--- config.mk ---
export PLATFORM = sky130hd
export DESIGN_NAME = cpu_ctrl_fsm
export DESIGN_NICKNAME = d
export VERILOG_FILES = /design/src/rtl/cpu_ctrl_fsm.sv
export SDC_FILE = /design/constraint.sdc
export NUM_CORES = 1
export LEC_CHECK = 0
export CAP_MARGIN = 20
export CELL_PAD_IN_SITES_DETAIL_PLACEMENT = 1
export CELL_PAD_IN_SITES_GLOBAL_PLACEMENT = 2
export CORE_MARGIN = 5
export CORE_UTILIZATION = 42
export CTS_CLUSTER_DIAMETER = 50
export DETAILED_ROUTE_END_ITERATION = 10
export GPL_TIMING_DRIVEN = 0
export PLACE_DENSITY_LB_ADDON = 0.1
export SLEW_MARGIN = 20
export SYNTH_ARGS = -nofsm -noshare
export SYNTH_HDL_FRONTEND = slang
export SYNTH_SLANG_ARGS = --single-unit
export TNS_END_PERCENT = 10
--- constraint.sdc ---
create_clock -name clk -period 5.05 [get_ports clk]
set_input_delay 0.7575 -clock clk [delete_from_list [all_inputs] [get_ports clk]]
set_output_delay 0.7575 -clock clk [all_outputs]
set_load 0.05 [all_outputs]
--- src/rtl/cpu_ctrl_fsm.sv ---
// Multi-cycle control sequencer for the 19-bit CPU core: program counter, return stack,
// and per-state strobes for IR, register file, data memory and the three accelerators.
module cpu_ctrl_fsm #(
    parameter int PC_W        = 11,
    parameter int STACK_DEPTH = 8
) (
    input  logic            clk,
    input  logic            rst,
    input  logic [3:0]      opcode,
    input  logic [PC_W-1:0] jump_addr,
    input  logic [PC_W-1:0] call_addr,
    input  logic [7:0]      branch_addr,
    input  logic            branch_eq,
    input  logic            acc_done,
    output logic [PC_W-1:0] pc,
    output logic            ir_load,
    output logic            reg_we,
    output logic            mem_re,
    output logic            mem_we,
    output logic            acc_start,
    output logic [1:0]      acc_sel,
    output logic            retire,
    output logic            stack_err
);

    localparam int SP_W = $clog2(STACK_DEPTH) + 1;
    localparam logic [SP_W-1:0] SP_FULL = SP_W'(STACK_DEPTH);

    localparam logic [3:0] OP_NOP    = 4'h0;
    localparam logic [3:0] OP_JUMP   = 4'h3;
    localparam logic [3:0] OP_BRANCH = 4'h4;
    localparam logic [3:0] OP_LOAD   = 4'h5;
    localparam logic [3:0] OP_STORE  = 4'h6;
    localparam logic [3:0] OP_CALL   = 4'h7;
    localparam logic [3:0] OP_RET    = 4'h8;
    localparam logic [3:0] OP_ENC    = 4'h9;
    localparam logic [3:0] OP_DEC    = 4'hA;
    localparam logic [3:0] OP_FFT    = 4'hB;

    typedef enum logic [2:0] {
        S_FETCH,
        S_DECODE,
        S_EXEC,
        S_MEM,
        S_WB,
        S_ACC_WAIT
    } state_t;

    state_t          state, state_nxt;
    logic [PC_W-1:0] pc_nxt, pc_inc, br_tgt;
    logic [SP_W-1:0] sp, sp_nxt;
    logic [SP_W-2:0] push_idx, pop_idx;
    logic            stack_err_nxt;
    logic [1:0]      acc_sel_q, acc_sel_nxt;
    logic            push;
    logic            is_acc, is_short;
    logic [PC_W-1:0] stack_mem [STACK_DEPTH];

    assign pc_inc   = pc + 1'b1;
    assign br_tgt   = {{(PC_W-8){1'b0}}, branch_addr};
    assign push_idx = sp[SP_W-2:0];
    assign pop_idx  = sp[SP_W-2:0] - 1'b1;
    assign is_acc   = opcode inside {OP_ENC, OP_DEC, OP_FFT};
    // Opcodes that finish in EXEC itself.
    assign is_short = opcode inside {OP_NOP, OP_JUMP, OP_BRANCH, OP_CALL, OP_RET};

    // NOTE: sequential state uses non-blocking assignments so every register samples
    // the pre-edge values regardless of statement order.
    always_ff @(posedge clk) begin
        if (rst) begin
            state     <= S_FETCH;
            pc        <= '0;
            sp        <= '0;
            stack_err <= 1'b0;
            acc_sel_q <= 2'b00;
        end else begin
            state     <= state_nxt;
            pc        <= pc_nxt;
            sp        <= sp_nxt;
            stack_err <= stack_err_nxt;
            acc_sel_q <= acc_sel_nxt;
        end
    end

    // NOTE: the return stack is plain storage with no reset; sp alone defines which
    // entries are meaningful, so a reset port would only cost flops.
    always_ff @(posedge clk) begin
        if (push) begin
            stack_mem[push_idx] <= pc_inc;
        end
    end

    // NOTE: every comb output gets a default first so no path leaves it unassigned,
    // which would otherwise infer a latch.
    always_comb begin
        state_nxt     = state;
        pc_nxt        = pc;
        sp_nxt        = sp;
        stack_err_nxt = stack_err;
        acc_sel_nxt   = acc_sel_q;
        push          = 1'b0;
        unique case (state)
            S_FETCH:  state_nxt = S_DECODE;
            S_DECODE: state_nxt = S_EXEC;
            S_EXEC: begin
                state_nxt = S_FETCH;
                case (opcode)
                    OP_NOP:    pc_nxt = pc_inc;
                    OP_JUMP:   pc_nxt = jump_addr;
                    OP_BRANCH: pc_nxt = branch_eq ? br_tgt : pc_inc;
                    OP_LOAD, OP_STORE: state_nxt = S_MEM;
                    OP_CALL: begin
                        if (sp < SP_FULL) begin
                            push   = 1'b1;
                            sp_nxt = sp + 1'b1;
                            pc_nxt = call_addr;
                        end else begin
                            stack_err_nxt = 1'b1;
                            pc_nxt        = pc_inc;
                        end
                    end
                    OP_RET: begin
                        if (sp != '0) begin
                            pc_nxt = stack_mem[pop_idx];
                            sp_nxt = sp - 1'b1;
                        end else begin
                            stack_err_nxt = 1'b1;
                            pc_nxt        = pc_inc;
                        end
                    end
                    OP_ENC, OP_DEC, OP_FFT: begin
                        acc_sel_nxt = 2'(opcode - OP_ENC);
                        state_nxt   = S_ACC_WAIT;
                    end
                    default: state_nxt = S_WB;
                endcase
            end
            S_MEM: begin
                if (opcode == OP_LOAD) begin
                    state_nxt = S_WB;
                end else begin
                    pc_nxt    = pc_inc;
                    state_nxt = S_FETCH;
                end
            end
            S_WB: begin
                pc_nxt    = pc_inc;
                state_nxt = S_FETCH;
            end
            S_ACC_WAIT: begin
                if (acc_done) begin
                    pc_nxt    = pc_inc;
                    state_nxt = S_FETCH;
                end
            end
            default: state_nxt = S_FETCH;
        endcase
    end

    // acc_sel shows the new selection alongside acc_start, then the held copy.
    always_comb begin
        ir_load   = 1'b0;
        reg_we    = 1'b0;
        mem_re    = 1'b0;
        mem_we    = 1'b0;
        acc_start = 1'b0;
        retire    = 1'b0;
        acc_sel   = 2'b00;
        if (!rst) begin
            acc_sel = acc_sel_q;
            unique case (state)
                S_DECODE: ir_load = 1'b1;
                S_EXEC: begin
                    retire = is_short;
                    if (is_acc) begin
                        acc_start = 1'b1;
                        acc_sel   = 2'(opcode - OP_ENC);
                    end
                end
                S_MEM: begin
                    mem_re = (opcode == OP_LOAD);
                    mem_we = (opcode == OP_STORE);
                    retire = (opcode == OP_STORE);
                end
                S_WB: begin
                    reg_we = 1'b1;
                    retire = 1'b1;
                end
                S_ACC_WAIT: retire = acc_done;
                default: ;
            endcase
        end
    end

endmodule
* After elaboration in Yosys (flattened, before gate mapping)
Memories as Yosys holds them, arrays and structs flattened. Index checks and enable logic that the tools add are counted.
Word-level totals: flip-flop bits (word level) 21, memory bits (writable) 88, bits of input ports 38, output and inout bits 20, logic and storage cells 85, memories kept 1
Memory list:
- stack_mem | words 8, width 11, rd ports 1, clocked after Yosys merged registers in 0, wr ports 1, line 57 | logic [PC_W-1:0] stack_mem [STACK_DEPTH];
Cells by class: add/sub/neg operators 5, order comparisons 1, equality and inequality tests 21, muxes and demuxes 38, reductions and logical operators 14
Operator list (number):
- 2-to-1 mux 11 bit | 5
- case mux 11 bit (5 select lines) | 1
- case mux 11 bit (4 select lines) | 1
- 2-to-1 mux 1 bit | 19
- equality test 4 x 3 -> 1 bit (second input constant) | 4
- equality test 4 bit (second input constant) | 4
- case mux 3 bit (5 select lines) | 1
- AND reduction 4 bit | 3
- adder 11 x 1 -> 11 bit (second input constant) | 1
- case mux 3 bit (3 select lines) | 1
- 2-to-1 mux 4 bit | 2
- inequality test 2 bit (second input constant) | 4
- case mux 4 bit (2 select lines) | 1
- nonzero test 4 bit | 2
- equality test 3 x 2 -> 1 bit (second input constant) | 2
- equality test 3 bit (second input constant) | 2
- 2-to-1 mux 2 bit | 3
- 2-to-1 mux 3 bit | 2
- inequality test 6 bit (second input constant) | 1
- nonzero test 5 bit | 1
- OR reduction 5 bit | 1
- adder 4 x 1 -> 4 bit (second input constant) | 1
- equality test 4 x 2 -> 1 bit (second input constant) | 1
- logical NOT 4 bit | 1
- other kinds (14) | 15

* Logic depth before layout (Yosys ltp)
Gate-level depths: netlist of the first run.
depth after elaboration 6, gate-level depth with buffers 12, gate-level depth less buffers 10

* Worst setup path before layout of the first run
No wires, ideal clock.
kind input to output, from in opcode[0], to out acc_sel[0], data arrival time 2941 ps, data required time 4293 ps, setup slack 1351 ps, cell stages on the path 6, cells stage by stage inv_1 > ha_1 > or3_1 > and3_1 > clkbuf_1 > a211oi_1
On the way: cells in the longest elaborated chain, start to end 5
RTL lines:
- from (decl) | line 9 | input logic [3:0] opcode,
- equality test 4 bit | line 63 | assign is_acc = opcode inside {OP_ENC, OP_DEC, OP_FFT};
- nonzero test 3 bit | line 63
- 2-to-1 mux 2 bit (*) | line 175 | if (is_acc) begin
- 2-to-1 mux 2 bit (*) | line 171 | unique case (state)
- 2-to-1 mux 2 bit (*) | line 169 | if (!rst) begin
- to (decl) | line 21 | output logic [1:0] acc_sel,
Mark *: on every way between the ends. The rest lies on a longest branch, timed or not.

* Worst setup path after layout of the first run
from in opcode[0], to out acc_sel[1]
The elaborated chain is that of the path after synthesis.

==> results of run 1 <==
stage by stage:
stage | std cells | util (%)
finish | 658 | 51.5
global route | 658 | 51.5
CTS | 658 | 51.5
detailed placement | 642 | 49.3
global placement | 640 | 48.9
floorplan | 412 | -
synthesized netlist by cell type, drive strengths merged, types with 5 or more instances:
| library cell | number |
|---|---|
| edfxtp | 88 |
| nand2 | 36 |
| nor2 | 28 |
| a21oi | 21 |
| dfxtp | 21 |
| mux4 | 19 |
| buf | 14 |
| nor3 | 13 |
| nand3 | 12 |
| inv | 11 |
| o21ai | 10 |
| a211oi | 9 |
| nor2b | 9 |
| ha | 8 |
| xnor2 | 8 |
| a2111oi | 7 |
| and3 | 7 |
| clkbuf | 7 |
| a22oi | 6 |
| nand2b | 6 |
| nor4 | 6 |
| xor2 | 6 |
| mux2i | 5 |
worst paths after layout:
check | to | slack, ns | cells past startpoint
worst max-delay path | acc_sel[1] | 0.69 | 8
worst min-delay path | stack_err$_SDFFE_PP0P_ | 0.50 | 2
worst max register to register | pc[8]$_SDFFE_PP0P_ | 1.35 | 12
worst min register to register | stack_err$_SDFFE_PP0P_ | 0.50 | 2
registers in the layout, summed over array words and instances, names as in the netlist:
| name | flops |
|---|---|
| acc_sel_q | 2 |
| pc | 11 |
| sp | 4 |
| stack_err | 1 |
| stack_mem | 88 |
| state | 3 |
kinds of logic (layout without fill, tap and decap cells):
group | after synthesis | after routing
and+or+nand+nor | 140 | 140
DFF | 109 | 109
AOI/OAI and AO/OA | 81 | 81
buffers and inverters | 33 | 107
muxes | 26 | 26
xor gates and xnor gates | 14 | 14
adders and majority gates | 9 | 9
metal layers:
| metal | GRT usage [%] | wire [µm] | part of all wire [%] | vias to the layer above |
|---|---|---|---|---|
| met3 | 2.61 | 452 | 3.0 | 22 |
| met2 | 33.7 | 7290 | 49 | 70 |
| met5 | 0 | 0 | 0 | - |
| li1 | - | - | - | 1744 |
| met4 | 8.03 | 331 | 2.2 | 0 |
| met1 | 28.3 | 6880 | 46 | 1932 |
power by group through the flow:
stage	registers (mW)	logic, mW	clock network, mW
after global placement	1.01	0.192	0
after detailed placement	1.01	0.195	0
after floorplan	1.02	0.102	0
after global routing	0.988	0.210	0.723
final	0.987	0.194	0.677
after CTS	0.987	0.196	0.687
worst register-to-register path: stages (launching register included):
cell,delay (ns)
dfxtp_1,0.30
buf_2,0.24
buf_2,0.38
buf_2,0.31
inv_1,0.19
ha_1,0.32
clkbuf_1,0.42
clkbuf_1,0.51
nand3b_1,0.12
mux2_1,0.32
a31oi_1,0.16
a211oi_1,0.09
o32ai_1,0.24
layout make-up:
| type | count | area [µm²] |
|---|---|---|
| fillers | 1296 | 6100 |
| flip-flops and latches | 109 | 3060 |
| multi-input cells | 270 | 2180 |
| repair buffers | 58 | 583 |
| clock buffers | 10 | 229 |
| well taps | 172 | 215 |
| plain buffers | 21 | 110 |
| inverters | 12 | 45.0 |
| clock inverters | 6 | 43.8 |
==> flow_metrics.tcl, run 1 <==
set metrics [dict create \
    antenna_found_initial 0 \
    outcome "completed" \
    worst_hold_slack_ns 0.502 \
    first_pass_iters 4 \
    critPathArrivalTime_ns 3.61 \
    die_area_mm2 0.0151 \
    synth_mux_area_share_pct 9.32 \
    cts_tree "yes" \
    place_congestion 0.804 \
    async_flop_share_pct 0 \
    final_common_cell "edfxtp_1" \
    post-route-period-util_pct 86.4 \
    maxSlewViolCount 0 \
    grt_pass1_vias 3934 \
    crit_top_cell "clkdlybuf4s50_1" \
    maxCapViolCount 0 \
    die_h_um 123 \
    pwr-share-clk_pct 36.4 \
    p_int_mw 1.40 \
    grt_setup_unrepaired "false" \
    detail-route-antenna-nets 0 \
    critPathKind "in -> out" \
    power_density_mw_per_mm2 287 \
    crit_chain "clkdlybuf4s50_1, inv_1, ha_1, or3_1, and3_1, clkbuf_1, a211oi_1, clkdlybuf4s50_1" \
    num_antenna_cells 0 \
    cts_resized 0 \
    synthTopCellsByArea "edfxtp_1 (49%), mux4_2 (8.0%), dfxtp_1 (7.8%)" \
    cp-start-kind "primary input" \
    fin_skew_ns 0.00921 \
    p_total_mw 1.86 \
    track_usage_pct 20.7 \
    drt_wl_total_mm 15.0 \
    synth_top_cell_by_area "edfxtp_1" \
    row_count 41 \
    cts.sinks 109 \
    synth_top_area_share_pct 49.2 \
    grt_pass1_wl_mm 22.7 \
    synth_fa_ha_area_share_pct 2.24 \
    synth-compound-area-share_pct 12.4 \
    max_slew_margin_pct 35.2 \
    synth_edf_count 88 \
    fmax_mhz 229 \
    grt_max_degree 19 \
    synth_top_family_by_area "simple AND/OR/NAND/NOR gates" \
    synthCells 412 \
    r2r-start "sp[0]$_SDFFE_PP0P_" \
    hpwl_mm 10.9 \
    clk_latency_ns 0.36 \
    root_buffer "clkbuf_16" \
    hold_buffers 0 \
    ir_drop_mv 0.154 \
    path_clk_slew_ns 0.07 \
    synth_area_per_cell_um2 13.0 \
    cts_max_level 3 \
    cp_max_fo 8 \
    synth_cell_types 72 \
    fin_crit_ns 4.36 \
    first_iter_violations 201 \
    p_leak_nw 2.18 \
    hold_viol 0 \
    numCtsBuffers 9 \
    worst_slack_ns 0.685 \
    synthToLayoutAreaGrowth_pct 20.5 \
    cp-startpoint "opcode[0]" \
    path_buf_inv 4 \
    worst_slew_pin_slew_ns 0.965 \
    swShare_pct 24.9 \
    vias 3768 \
    holdCritStartpoint "stack_err$_SDFFE_PP0P_" \
    cp_top_family "buffers and inverters" \
    synth_ff_type "edfxtp_1" \
    synthesis.area_mm2 0.00537 \
    yosys.area_share.simple_pct 13.5 \
    comb_power_share_pct 10.5 \
    cp.required_ns 4.29 \
    yosysSeqAreaShare_pct 57.0 \
    drive_gt1_share_pct 14.6 \
    end_kind "primary output" \
    mostFrequentLayoutCells "edfxtp_1 (88), clkdlybuf4s50_1 (56), nand2_1 (36)" \
    final_cell_area_mm2 0.00647 \
    seqPwrFrac_pct 53.1 \
    portBuffers 56 \
    start_util_pct 42.7 \
    cp_slowest_stage_delay_ns 0.85 \
    clk_path_buf_depth 2 \
    cp_slowest_cell "clkdlybuf4s50_1" \
    syn-num-nets 459 \
    yosysWarnings 0 \
    dpl-instance-area_mm2 0.00620 \
    power_switching_uw 462 \
    drc 0 \
    wire_per_inst_um 22.7 \
    die_w_um 123 \
    finalSetupTns_ns 0 \
    vias_per_cell 5.73 \
    synth-xor-area-share_pct 2.63 \
    core_area_mm2 0.0126 \
    ios 58 \
    setup_violations 0 \
    synth_seq_cells 109 \
    hp-class "reg -> reg" \
    layout.nets 528 \
    grt_overflow 0 \
    post-cts-setup-buffers 0 \
    post-place-ws_ns 0.689 \
]
Note: power is estimated with default switching activity, not from simulation.
==> inputs of run 2 (changes only) <==
ABC_CLOCK_PERIOD_IN_PS = 5050   (was unset)
==> results of run 2 <==
The final DEF is identical to that of run 1; final timing and power are the same.
